[src/rtl/uart_rx_pair.sv]
// 8N1 UART receiver: byte strobe lands ~SYNC_STAGES + BAUD_DIV/2 + 9*BAUD_DIV cycles after the start edge.
// No backpressure; the pair tag alternates 0/1 on each good byte.
module uart_rx_pair #(
  parameter int BAUD_DIV    = 5208,
  parameter int SYNC_STAGES = 2
) (
  input  logic       clk,
  input  logic       rst_n,
  input  logic       rx,
  output logic       uart_signal,
  output logic       uart_flag,
  output logic [7:0] uart_rx_data,
  output logic       frame_err,
  output logic       rx_busy
);

  localparam logic [15:0] HALF_LIM = 16'(BAUD_DIV / 2 - 1);
  localparam logic [15:0] FULL_LIM = 16'(BAUD_DIV - 1);

  typedef enum logic [2:0] {
    S_IDLE,
    S_START,
    S_DATA,
    S_STOP,
    S_WAIT_IDLE
  } state_t;

  state_t                 state_q, state_d;
  logic [SYNC_STAGES-1:0] sync_q;
  logic [15:0]            cnt_q, cnt_d;
  logic [2:0]             bit_idx_q, bit_idx_d;
  logic [7:0]             shift_q, shift_d;
  logic [7:0]             data_q, data_d;
  logic                   flag_q, flag_d;
  logic                   pair_q, pair_d;
  logic                   sig_q, sig_d;
  logic                   ferr_q, ferr_d;
  logic                   rx_s;
  logic [15:0]            limit;
  logic                   tick;

  // Synchroniser resets to the idle-high line level so reset never looks like a start bit.
  always_ff @(posedge clk or negedge rst_n) begin
    if (!rst_n) begin
      sync_q <= '1;
    end else begin
      sync_q <= {sync_q[SYNC_STAGES-2:0], rx};
    end
  end

  assign rx_s  = sync_q[SYNC_STAGES-1];
  assign limit = (state_q == S_START) ? HALF_LIM : FULL_LIM;
  assign tick  = (cnt_q == limit);

  always_ff @(posedge clk or negedge rst_n) begin
    if (!rst_n) begin
      state_q   <= S_IDLE;
      cnt_q     <= '0;
      bit_idx_q <= '0;
      shift_q   <= '0;
      data_q    <= '0;
      flag_q    <= 1'b0;
      pair_q    <= 1'b0;
      sig_q     <= 1'b0;
      ferr_q    <= 1'b0;
    end else begin
      state_q   <= state_d;
      cnt_q     <= cnt_d;
      bit_idx_q <= bit_idx_d;
      shift_q   <= shift_d;
      data_q    <= data_d;
      flag_q    <= flag_d;
      pair_q    <= pair_d;
      sig_q     <= sig_d;
      ferr_q    <= ferr_d;
    end
  end

  always_comb begin
    state_d   = state_q;
    cnt_d     = tick ? 16'd0 : cnt_q + 16'd1;
    bit_idx_d = bit_idx_q;
    shift_d   = shift_q;
    data_d    = data_q;
    flag_d    = flag_q;
    pair_d    = pair_q;
    sig_d     = 1'b0;
    ferr_d    = 1'b0;
    unique case (state_q)
      S_IDLE: begin
        cnt_d = '0;
        if (!rx_s) state_d = S_START;
      end
      S_START: begin
        if (tick) begin
          if (!rx_s) begin
            state_d   = S_DATA;
            bit_idx_d = '0;
          end else begin
            state_d = S_IDLE;
          end
        end
      end
      S_DATA: begin
        if (tick) begin
          shift_d   = {rx_s, shift_q[7:1]};
          bit_idx_d = bit_idx_q + 3'd1;
          if (bit_idx_q == 3'd7) state_d = S_STOP;
        end
      end
      S_STOP: begin
        if (tick) begin
          if (rx_s) begin
            data_d  = shift_q;
            flag_d  = pair_q;
            sig_d   = 1'b1;
            pair_d  = ~pair_q;
            state_d = S_IDLE;
          end else begin
            ferr_d  = 1'b1;
            state_d = S_WAIT_IDLE;
          end
        end
      end
      S_WAIT_IDLE: begin
        cnt_d = '0;
        if (rx_s) state_d = S_IDLE;
      end
      default: state_d = S_IDLE;
    endcase
  end

  assign uart_signal  = sig_q;
  assign uart_flag    = flag_q;
  assign uart_rx_data = data_q;
  assign frame_err    = ferr_q;
  assign rx_busy      = (state_q != S_IDLE);

endmodule
[config.mk]
export PLATFORM = sky130hd
export DESIGN_NAME = uart_rx_pair
export DESIGN_NICKNAME = d
export VERILOG_FILES = /design/src/rtl/uart_rx_pair.sv
export SDC_FILE = /design/constraint.sdc
export NUM_CORES = 1
export LEC_CHECK = 0
export ABC_CLOCK_PERIOD_IN_PS = 2600
export BUFFER_PORTS_ARGS = -buffer_cell sky130_fd_sc_hd__buf_2
export CORE_ASPECT_RATIO = 0.9
export CORE_MARGIN = 2
export CORE_UTILIZATION = 40
export DETAILED_ROUTE_END_ITERATION = 8
export GPL_ROUTABILITY_DRIVEN = 0
export SYNTH_ARGS = -nofsm -noshare
export SYNTH_HDL_FRONTEND = slang
export SYNTH_SLANG_ARGS = --single-unit
[constraint.sdc]
create_clock -name clk -period 2.6 [get_ports clk]
set_input_delay 0.26 -clock clk [delete_from_list [all_inputs] [get_ports clk]]
set_output_delay 0.26 -clock clk [all_outputs]
set_load 0.01 [all_outputs]
After elaboration in Yosys (flattened, before gate mapping)
Index checks and enable logic that the tools add are counted.
{"block": "totals", "regBits": 44, "in_bits": 3, "out_inout_bits": 12, "wordCells": 56}
{"block": "classes", "addsub": 2, "eq_ne": 13, "n_mux": 22, "n_bitwise": 1, "n_reduce_logical": 8}
{"op": "2-to-1 mux 16 bit", "count": 2}
{"op": "2-to-1 mux 3 bit", "count": 10}
{"op": "adder 16 x 1 -> 16 bit (second input constant)", "count": 1}
{"op": "== test 16 x 13 -> 1 bit", "count": 1}
{"op": "case mux 3 bit (5 select lines)", "count": 1}
{"op": "inequality test 2 bit (second input constant)", "count": 7}
{"op": "2-to-1 mux 13 bit", "count": 1}
{"op": "== test 3 x 2 -> 1 bit (second input constant)", "count": 2}
{"op": "== test 3 bit (second input constant)", "count": 2}
{"op": "2-to-1 mux 1 bit", "count": 6}
{"op": "case mux 3 bit (2 select lines)", "count": 1}
{"op": "AND reduction 6 bit", "count": 1}
{"op": "AND reduction 4 bit", "count": 1}
{"op": "adder 3 x 1 -> 3 bit (second input constant)", "count": 1}
{"op": "== test 3 x 1 -> 1 bit (second input constant)", "count": 1}
{"op": "zero test 3 bit", "count": 1}
{"op": "AND reduction 3 bit", "count": 1}
{"op": "nonzero test 3 bit", "count": 1}
{"op": "2-to-1 mux 2 bit", "count": 1}
{"op": "AND reduction 2 bit", "count": 1}
{"op": "nonzero test 2 bit", "count": 1}
{"op": "OR reduction 2 bit", "count": 1}
{"op": "NOT 1 bit", "count": 1}

Longest topological paths before layout
Gate-level depths: netlist of the first run.
{"block": "logic_depth", "ltp_word": 5, "depth_mapped": 8, "ltp_nobuf": 5}

Worst setup path before layout of the first run
OpenSTA, ideal clock, no wires.
{"block": "synth_timing", "path_kind": "register -> register", "startpoint": "register cnt_q[0]", "endpoint": "register shift_q[0]", "setup_time_ns": 0.125, "arrival_ns": 1.863, "required_time_ns": 2.475, "path_slack_ns": 0.612, "stages_incl_launch_ff": 8, "n_path_buf": 2, "synth_period_minus_slack_ns": 1.988, "cell_sequence": "dfrtp_1 > ha_1 > clkbuf_2 > nor2b_1 > nand3_1 > or4_4 > buf_6 > mux2_4"}
{"block": "synth_via", "elab_chain_cells": 2}
{"element": "start, declared", "line": "30", "text": "logic [15:0] cnt_q, cnt_d;"}
{"element": "start signal, assigned", "line": "68", "text": "cnt_q <= cnt_d;"}
{"element": "== test 16 x 13 -> 1 bit", "line": "53", "text": "assign tick = (cnt_q == limit);"}
{"element": "AND reduction 2 bit (no line)"}
{"element": "end signal, assigned", "line": "70", "text": "shift_q <= shift_d;"}
{"element": "end, declared", "line": "32", "text": "logic [7:0] shift_q, shift_d;"}
Every way passes these cells.
A chain may end at the register's enable or synchronous reset.

Final worst setup path of the first run
{"block": "layout_timing", "startpoint": "register cnt_q[0]", "endpoint": "register shift_q[6]"}
The elaborated chain is that of the path after synthesis.

==> metrics.md, run 1 <==
| Metric | Value |
|---|---|
| Clock skew | 0.01189 ns |
| Setup crit end | shift_q[6] |
| Slew Viols, Final | 0 |
| Share of layout cells above drive strength 1 | 34.24% |
| Top Ports | 15 |
| Gate Count Post-Synth | 168 |
| Syn Area/Cell | 12.77 um2 |
| Ys Warns | 0 |
| Via count | 1333 |
| Post-Syn Area | 2146 um2 |
| WP data arrival | 2.41 ns |
| Register area share after synthesis | 51.43% |
| Initial core utilization | 41.08% |
| Worst-skew pair later-pin latency | 0.30 ns |
| Syn nets | 174 |
| Antenna violation net count after detailed routing | 0 |
| Worst R2R Path Depth | 5 |
| GR Overflow Total | 0 |
| Routed wire per std cell | 15.05 um |
| CTS tree | built |
| Asr flop ratio synth | 100.0% |
| Switch Pwr | 236.3 uW |
| Full die area | 5967 um2 |
| Core Footprint | 5224 um2 |
| Post-detail-place hpwl | 2670 um |
| Postcts setup bufs | 0 |
| Hold_buf cts | 0 |
| WP buf/inv | 0 |
| Switching Share | 19.48% |
| Die Y | 73.49 um |
| Area added between synthesis and finish | 10.85% |
| Port bufs | 14 |
| Ys flop type | dfrtp_1 |
| CTS buffer count | 5 |
| FF-to-FF Start | cnt_q[0] |
| Core Util, Final | 45.53% |
| Crit-path max FO | 7 |
| Synth cell types | 46 |
| Maxcap violations | 0 |
| Final Hold Fails | 0 |
| Cell Chain, Critical Path | ha_1 > nor2b_1 > nand3_1 > nor4_1 > mux2_2 |
| Fin cells | 251 |
| EDFF count, synth | 0 |
| Min-delay src | rx |
| Setup TNS | 0 ns |
| Post-CTS Resized | 0 |
| Sequential share of power | 56.8% |
| Start point of the critical path | cnt_q[0] |
| Pwr per Cell Area | 509.8 nW/um2 |
| Drt first pass iters | 4 |
| Cell depth of the worst setup path | 5 |
| Critical path's slowest cell | nor4_1 |
| Total Routing Usage GR | 14.58% |
| Nets | 189 |
| Vias in the first global route | 1347 |
| Maximum root-to-sink buffer count | 2 |
| Chip width | 81.21 um |
| CP Capture Type | flip-flop |
| Largest net degree at the start of global routing | 45 |
| RSZ-0062 raised after global routing | no |
| Setup-failing EPs final | 0 |
| Initial antenna violation count | 0 |
| H-tree Lvls | 2 |
| Period utilization | 85.35% |
| CP max stage delay | 0.66 ns |
| Clock sink count | 44 |
| CP delay by family, top | simple AND/OR/NAND/NOR gates |
| Cell row count | 25 |
| R2R setup slack | 0.38 ns |
| Setup Crit Path Kind | flip-flop to flip-flop |
| Worst IR drop on VDD | 0.0002533 V |
| DR iter-0 viols | 85 |
| WHS Path Cells | 1 |
| Period minus WS final | 2.219 ns |
| Leak | 0.001166 uW |
| Internal power | 976.4 uW |
| Gate power share | 1.3% |
| Diode count | 0 |
| Peak Freq | 0.4506 GHz |
| First-pass GRT wire length | 6472 um |
| Clk root buf | clkbuf_8 |
| CTS clk-pin slew, worst paths | 0.08 ns |
| Critical R2R Capture | shift_q[6] |
| Placed cell count | 243 |
| DRC viols | 0 |
| Measured slew at the worst slew-check pin | 0.9410 ns |
| Post-DR vias/cell | 5.311 |
| Worst Path Required | 2.79 ns |
| Outcome | complete, no violations |
| Type of origin of the critical path | flip-flop |
| Slew HR | 37.27% |
| Clock power share | 41.9% |
| Seq cells post-synth | 44 |
| Hold Crit Class | input port to flip-flop |
| Drt total wl | 3777 um |
-- cells in the mapped netlist, types with 2 or more instances --
cell | n | area share (%)
mux2_4 | 7 | 4.9
buf_2 | 2 | 0.47
and3_1 | 3 | 0.87
a22o_1 | 2 | 0.82
nand2_1 | 3 | 0.52
nor2b_1 | 2 | 0.58
nor3_1 | 3 | 0.70
clkbuf_2 | 2 | 0.47
nor4_1 | 2 | 0.58
a211oi_1 | 4 | 1.4
nor3b_1 | 2 | 0.70
nand4_1 | 5 | 1.5
inv_1 | 3 | 0.52
nand3_1 | 6 | 1.4
dfstp_2 | 2 | 2.4
and4_1 | 4 | 1.6
nand2b_1 | 3 | 0.87
ha_1 | 3 | 1.7
mux2_2 | 12 | 6.3
nor2_1 | 6 | 1.0
xnor2_1 | 3 | 1.2
dfrtp_1 | 42 | 49
or3_1 | 3 | 0.87
xor2_1 | 9 | 3.7
buf_6 | 4 | 2.1
o21ai_0 | 2 | 0.47
nor3_2 | 10 | 4.7
-- cell families (layout without fill, tap and decap cells) --
kind of cell             count (synthesis)  count (layout)  synth area share, %
XOR/XNOR                                12              12                4.898
flip-flops                              44              44                51.43
AND/OR/NAND/NOR                         63              63                21.63
multiplexers                            19              19                11.20
buffers and inverters                   12              28                3.731
AO/OA/AOI/OAI                           15              15                5.365
adder cells (fa/ha/maj)                  3               3                1.749
-- stage by stage --
stage,power [uW],setup WS (ns),hold WS [ns],cell area [um2]
after detailed placement,719.8,0.4175,0.3550,2272
after CTS,1231,0.4009,0.04953,2379
after floorplan,703.5,0.6123,-0.03559,2146
after global placement,718.7,0.4952,0.3459,2272
after global routing,1265,0.2210,0.03938,2379
final,1213,0.3808,0.05727,2379
-- layer usage --
layer	part of all wire, %	track usage (%)
met5	0	0
met4	1.3	5.461
met2	46	20.75
met3	3.2	5.283
met1	49	20.36
-- cell usage in the layout (no fill, tap or decap), types with 2 or more instances in the layout --
master     n
mux2_4     7
nand3_1    6
nor2b_1    2
clkbuf_1   2
buf_4      2
nor2_1     6
inv_1      3
o21ai_0    2
mux2_2    12
or3_1      3
nor3b_1    2
and3_1     3
nand2_1    3
and4_1     4
a211oi_1   4
nor3_2    10
clkbuf_8   5
buf_2     14
dfrtp_1   42
nand4_1    5
a22o_1     2
ha_1       3
nand2b_1   3
xnor2_1    3
xor2_1     9
nor3_1     3
dfstp_2    2
-- layout make-up --
class / count / area (um2)
Inverter: 3 / 11.26
Clock inverter: 1 / 30.03
Sequential cell: 44 / 1104
Clock buffer: 7 / 76.32
Tap cell: 67 / 83.83
Multi-Input combinational cell: 112 / 968.4
Timing Repair Buffer: 17 / 105.1
Fill cell: 447 / 2845
-- flip-flops by register name, summed over array words and instances, names as in the netlist --
signal / flops
cnt_q: 16
uart_signal: 1
frame_err: 1
state_q: 3
uart_flag: 1
uart_rx_data: 8
pair_q: 1
bit_idx_q: 3
sync_q: 2
shift_q: 8
-- worst min-delay path by stage --
stage               slack [ns]      endpoint
floorplan                -0.04  bit_idx_q[0]
global placement          0.35     sync_q[1]
detailed placement        0.36     sync_q[1]
CTS                       0.05     sync_q[0]
global route              0.04     sync_q[0]
finish                    0.06     sync_q[0]
-- power groups by stage --
| stage | Combinational [uW] | Sequential (uW) | Clock (uW) |
|---|---|---|---|
| after floorplan | 2.11 | 701 | 0 |
| after global placement | 16.7 | 702 | 0 |
| after detailed placement | 17.7 | 702 | 0 |
| after CTS | 17.7 | 689 | 525 |
| after global routing | 19.6 | 689 | 557 |
| final | 16.2 | 689 | 508 |
No activity file was read; power rests on OpenSTA's default activity.
==> run 2, diff against run 1 <==
--- a/config.mk
+++ b/config.mk
@@ -6,12 +6,13 @@
 export NUM_CORES = 1
 export LEC_CHECK = 0
 export ABC_CLOCK_PERIOD_IN_PS = 2600
-export BUFFER_PORTS_ARGS = -buffer_cell sky130_fd_sc_hd__buf_2
+export BUFFER_PORTS_ARGS = -buffer_cell sky130_fd_sc_hd__buf_4
 export CORE_ASPECT_RATIO = 0.9
 export CORE_MARGIN = 2
 export CORE_UTILIZATION = 40
 export DETAILED_ROUTE_END_ITERATION = 8
 export GPL_ROUTABILITY_DRIVEN = 0
+export GPL_TIMING_DRIVEN = 1
 export SYNTH_ARGS = -nofsm -noshare
 export SYNTH_HDL_FRONTEND = slang
 export SYNTH_SLANG_ARGS = --single-unit
==> metrics.md, run 2 (same netlist as run 1, synthesis figures left out) <==
| Metric | Value |
|---|---|
| CP Capture Type | flip-flop |
| Top Ports | 15 (unchanged) |
| Maxcap violations | 0 (unchanged) |
| Share of layout cells above drive strength 1 | 35.48% (+1.2 points) |
| Type of origin of the critical path | flip-flop |
| DR iter-0 viols | 61 (-28%) |
| Leak | 0.001184 uW (+1.5%) |
| Switch Pwr | 257.8 uW (+9.1%) |
| Measured slew at the worst slew-check pin | 0.6369 ns (-0.3042 ns) |
| Setup-failing EPs final | 0 (unchanged) |
| Power Total | 1263 uW (+4.1%) |
| Worst IR drop on VDD | 0.0002499 V (-1.3%) |
| Internal power | 1005 uW (+2.9%) |
| Register area | 1104 um2 (unchanged) |
| CTS clk-pin slew, worst paths | 0.08 ns (about the same) |
| Cell row count | 25 (unchanged) |
| Slew Viols, Final | 0 (unchanged) |
| Setup Crit Path Kind | flip-flop to flip-flop |
| Routed wire per std cell | 15.47 um (+2.8%) |
| Drt first pass iters | 4 (unchanged) |
| Final Hold Fails | 0 (unchanged) |
| H-tree Lvls | 2 (unchanged) |
| Setup TNS | 0 ns (unchanged) |
| Worst-skew pair later-pin latency | 0.30 ns (about the same) |
| Clk root buf | clkbuf_8 |
| Commonest non-fill, non-tap cells in the layout | dfrtp_1, buf_4, mux2_2 |
| Via count | 1343 (+0.75%) |
| Nets | 191 (+1.1%) |
| Cell Chain, Critical Path | ha_1 > nor2b_1 > nand3_1 > nor4_1 > mux2_2 |
| Period minus WS final | 2.151 ns (-0.06847 ns) |
| Largest net degree at the start of global routing | 45 (unchanged) |
| Initial core utilization | 41.08% (unchanged) |
| RSZ-0062 raised after global routing | no |
| Antenna violation net count after detailed routing | 0 (unchanged) |
| Worst Path Required | 2.79 ns (about the same) |
| Clock power share | 44.0% (+2.1 points) |
| Full die area | 5967 um2 (unchanged) |
| WP buf/inv | 0 (unchanged) |
| Post-CTS Resized | 0 (unchanged) |
| Port bufs | 14 (unchanged) |
| Critical path's slowest cell | nor4_1 |
| Fillcell total | 462 (+3.4%) |
| CTS tree | built |
| Maximum root-to-sink buffer count | 2 (unchanged) |
| Die Y | 73.49 um (unchanged) |
| Hold WS | 0.06367 ns (+0.006400 ns) |
| CP delay by family, top | simple AND/OR/NAND/NOR gates |
| Most common cell after layout, fill and taps aside | dfrtp_1 |
| Hold Crit Class | input port to flip-flop |
| CTS buffer count | 5 (unchanged) |
| Post-detail-place hpwl | 2724 um (+2.0%) |
| Area added between synthesis and finish | 13.41% |
| Area of the multi-input gates | 968.4 um2 (unchanged) |
| CP max stage delay | 0.61 ns (-0.05 ns) |
| Chip width | 81.21 um (unchanged) |
| Crit-path max FO | 7 (unchanged) |
| Sequential share of power | 54.5% (-2.3 points) |
| DRC viols | 0 (unchanged) |
| GR Overflow Total | 0 (unchanged) |
| R2R setup slack | 0.45 ns (+0.07 ns) |
| Switching Share | 20.42% (+0.93 points) |
| Max reg flops | 16 (unchanged) |
| Clock sink count | 44 (unchanged) |
| Largest reg by FF count | cnt_q |
| Slew HR | 57.15% (+20 points) |
| Outcome | complete, no violations |
| Initial antenna violation count | 0 (unchanged) |
| Diode count | 0 (unchanged) |
| Pwr per Cell Area | 518.9 nW/um2 (+1.8%) |
| Clock skew | 0.003410 ns (-0.008484 ns) |
| WP data arrival | 2.34 ns (-0.07 ns) |
| Postcts setup bufs | 0 (unchanged) |
| Gate power share | 1.4% (about the same) |
| Vias in the first global route | 1334 (-0.97%) |
| Post-DR vias/cell | 5.308 (about the same) |
| First-pass GRT wire length | 6527 um (+0.85%) |
| Peak Freq | 0.4650 GHz (+3.2%) |
| Total Routing Usage GR | 14.65% (+0.072 points) |
| Core Util, Final | 46.59% (+1.1 points) |
| Core Footprint | 5224 um2 (unchanged) |
| Period utilization | 82.72% (-2.6 points) |
| Drt total wl | 3914 um (+3.6%) |
## run 2: final cells by class
cell class	count	area share (%)
clock inverters	2	1.594
repair buffers	19	5.964
inverters	3	0.4627
clock buffers	6	3.393
multi-input cells	112	39.79
well taps	67	3.445
flip-flops and latches	44	45.35
## run 2: repair_timing
action	CTS	global route
hold endpoints to repair	42	0
hold buffers	1	0
endpoints found under the setup margin	0	0
## run 2: routing by layer
| metal | wire length, um | global-route usage, % | part of all wire, % | vias up |
|---|---|---|---|---|
| li1 | - | - | - | 646 |
| met1 | 1864 | 20.29 | 48 | 667 |
| met2 | 1857 | 21.67 | 47 | 22 |
| met3 | 125 | 4.177 | 3.2 | 8 |
| met4 | 67 | 6.026 | 1.7 | 0 |
| met5 | 0 | 0 | 0 | - |
## run 2: stage by stage
| step | setup slack [ns] | instance area (um2) | instances |
|---|---|---|---|
| after floorplan | 0.6123 | 2146 | 168 |
| after global placement | 0.5111 | 2302 | 244 |
| after detailed placement | 0.4297 | 2302 | 244 |
| after CTS | 0.4198 | 2434 | 253 |
| after global routing | 0.2674 | 2434 | 253 |
| final | 0.4493 | 2434 | 253 |
## run 2: worst paths after layout
check	startpoint	end	depth (start not counted)
worst max-delay path	cnt_q[0]	shift_q[6]	5
worst min-delay path	rx	sync_q[0]	1
worst max register to register	cnt_q[0]	shift_q[6]	5
worst min register to register	sync_q[0]	sync_q[1]	0
max in group asynchronous	rst_n	sync_q[0]	2
min in group asynchronous	rst_n	cnt_q[2]	2
## run 2: power by group through the flow
stage | registers (uW) | logic, uW | clock network, uW
CTS | 689 | 19.6 | 576
floorplan | 701 | 2.11 | 0
detailed placement | 702 | 18.6 | 0
finish | 688 | 18.3 | 556
global route | 689 | 21.9 | 601
global placement | 702 | 17.6 | 0
==> run 3, diff against run 2 <==
--- a/config.mk
+++ b/config.mk
@@ -5,7 +5,7 @@
 export SDC_FILE = /design/constraint.sdc
 export NUM_CORES = 1
 export LEC_CHECK = 0
-export ABC_CLOCK_PERIOD_IN_PS = 2600
+export ABC_CLOCK_PERIOD_IN_PS = 2180
 export BUFFER_PORTS_ARGS = -buffer_cell sky130_fd_sc_hd__buf_4
 export CORE_ASPECT_RATIO = 0.9
 export CORE_MARGIN = 2
==> constraint.sdc (replaced) <==
create_clock -name clk -period 2.18 [get_ports clk]
set_input_delay 0.218 -clock clk [delete_from_list [all_inputs] [get_ports clk]]
set_output_delay 0.218 -clock clk [all_outputs]
set_load 0.01 [all_outputs]
==> metrics.md, run 3 (same netlist as run 1, synthesis figures left out) <==
| Metric | Value |
|---|---|
| Period utilization | 89.74% (+7.0 points) |
| Max reg flops | 16 (unchanged) |
| Maximum root-to-sink buffer count | 2 (unchanged) |
| M1 GR Usage | 22.06% (+1.8 points) |
| WHS Path Cells | 1 (unchanged) |
| Drt first pass iters | 4 (unchanged) |
| GR Util met3 | 3.686% (-0.49 points) |
| Largest reg by FF count | cnt_q |
| Gate power share | 1.5% (about the same) |
| Worst-skew pair later-pin latency | 0.29 ns (about the same) |
| Leak | 0.001196 uW (+0.97%) |
| Worst IR drop on VDD | 0.0004038 V (+62%) |
| DRC viols | 0 (unchanged) |
| Final Hold Fails | 0 (unchanged) |
| Slew Viols, Final | 0 (unchanged) |
| Port bufs | 14 (unchanged) |
| RSZ-0062 raised after global routing | no |
| Maxcap violations | 0 (unchanged) |
| Initial antenna violation count | 0 (unchanged) |
| Via count | 1366 (+1.7%) |
| Top Ports | 15 (unchanged) |
| WP data arrival | 2.14 ns (-0.20 ns) |
| Vias in the first global route | 1444 (+8.2%) |
| Cell row count | 25 (unchanged) |
| Gr busiest metal | met2 |
| DR iter-0 viols | 88 (+44%) |
| H-tree Lvls | 2 (unchanged) |
| Post-CTS Resized | 0 (unchanged) |
| Full die area | 5967 um2 (unchanged) |
| First-pass GRT wire length | 7134 um (+9.3%) |
| Post-DR vias/cell | 5.336 (+0.52%) |
| Sequential share of power | 56.6% (+2.1 points) |
| Initial core utilization | 41.08% (unchanged) |
| Setup-failing EPs final | 0 (unchanged) |
| CTS clk-pin slew, worst paths | 0.08 ns (about the same) |
| M2 GR Usage | 24.15% (+2.5 points) |
| Setup slack after layout | 0.2238 ns (-0.2255 ns) |
| GR Overflow Total | 0 (unchanged) |
| Share of layout cells above drive strength 1 | 35.98% (+0.49 points) |
| Internal power | 1164 uW (+16%) |
| Commonest non-fill, non-tap cells in the layout | dfrtp_1, buf_4, mux2_2 |
| Pwr per Cell Area | 591.4 nW/um2 (+14%) |
| Setup Crit Path Kind | flip-flop to flip-flop |
| Slew HR | 63.57% (+6.4 points) |
| Drt total wl | 4020 um (+2.7%) |
| Area added between synthesis and finish | 14.40% |
| Clock sink count | 44 (unchanged) |
| Post-detail-place hpwl | 2828 um (+3.8%) |
| CTS tree | built |
| CTS buffer count | 5 (unchanged) |
| Peak Freq | 0.5112 GHz (+9.9%) |
| Clock power share | 41.9% (-2.1 points) |
| Postcts setup bufs | 0 (unchanged) |
| Type of origin of the critical path | flip-flop |
| Hold Crit Class | input port to flip-flop |
| Die Y | 73.49 um (unchanged) |
| Total Routing Usage GR | 15.95% (+1.3 points) |
| Power Total | 1452 uW (+15%) |
| Clock skew | 0.007004 ns (+0.003593 ns) |
| Worst slack, placed | 0.2194 ns (-0.2103 ns) |
| Design Area, Final | 2455 um2 (+0.87%) |
| CP Capture Type | flip-flop |
| Fillcell total | 478 (+3.5%) |
| Most common cell after layout, fill and taps aside | dfrtp_1 |
| Setup TNS | 0 ns (unchanged) |
| Largest net degree at the start of global routing | 45 (unchanged) |
| Worst R2R Path Depth | 5 (unchanged) |
| Measured slew at the worst slew-check pin | 0.5465 ns (-0.09034 ns) |
| Worst Path Required | 2.36 ns (-0.43 ns) |
| Chip width | 81.21 um (unchanged) |
| Clk root buf | clkbuf_8 |
| Routed wire per std cell | 15.70 um (+1.5%) |
| Dpl cell area | 2337 um2 (+1.5%) |
| Switch Pwr | 287.9 uW (+12%) |
| Outcome | complete, no violations |
| Nets | 194 (+1.6%) |
| Core Footprint | 5224 um2 (unchanged) |
| Antenna violation net count after detailed routing | 0 (unchanged) |
| Crit-path max FO | 7 (unchanged) |
| Diode count | 0 (unchanged) |
| Period minus WS final | 1.956 ns (-0.1945 ns) |
| Switching Share | 19.83% (-0.59 points) |
-- run 3: layout make-up --
cell class	count	area, um2	share of cell area (%)
inverter	3	11.26	0.4587
multi-input combinational	112	968.4	39.45
tap	67	83.83	3.415
clock buffer	6	72.57	2.956
timing repair buffer	22	180.2	7.339
clock inverter	2	35.03	1.427
sequential	44	1104	44.95
-- run 3: timing repair --
| action | CTS | global route |
|---|---|---|
| endpoints found under the hold margin | 42 | 0 |
| endpoints found under the setup margin | 0 | 0 |
| hold buffers | 1 | 0 |
-- run 3: metal layers --
layer  vias up  routed length [um]
li1        654                   -
met1       690                1919
met2        16                1938
met3         6                 104
met4         0                  58
met5         -                   0
-- run 3: power groups by stage --
stage          combinational, uW  clock [uW]  sequential, uW
6_report                    21.9         609             821
5_1_grt                     26.5         657             821
4_1_cts                     23.7         626             821
2_1_floorplan               2.51           0             837
3_5_place_dp                22.0           0             837
3_3_place_gp                21.5           0             837
-- run 3: through the flow --
stage,instances,hold slack [ns],utilization (%)
4_1_cts,256,0.01882,46.99
5_1_grt,256,0.01505,46.99
3_3_place_gp,247,0.2393,44.74
3_5_place_dp,247,0.2452,44.74
6_report,256,0.03172,46.99
2_1_floorplan,168,-0.07759,-
-- run 3: final timing paths --
check,startpoint,slack (ns),to
hold / removal,rx,0.03,sync_q[0]
setup / recovery,cnt_q[0],0.22,shift_q[2]
min in group asynchronous,rst_n,0.44,cnt_q[3]
setup reg to reg,cnt_q[0],0.22,shift_q[2]
max in group asynchronous,rst_n,1.35,sync_q[1]
hold reg to reg,sync_q[0],0.36,sync_q[1]
-- run 3: worst max-delay path, cell delays in order (launching register included) --
cell and delay [ns]:
dfrtp_1 0.39, ha_1 0.18, nor2b_1 0.16, nand3_1 0.15, or4_4 0.64, mux2_4 0.33
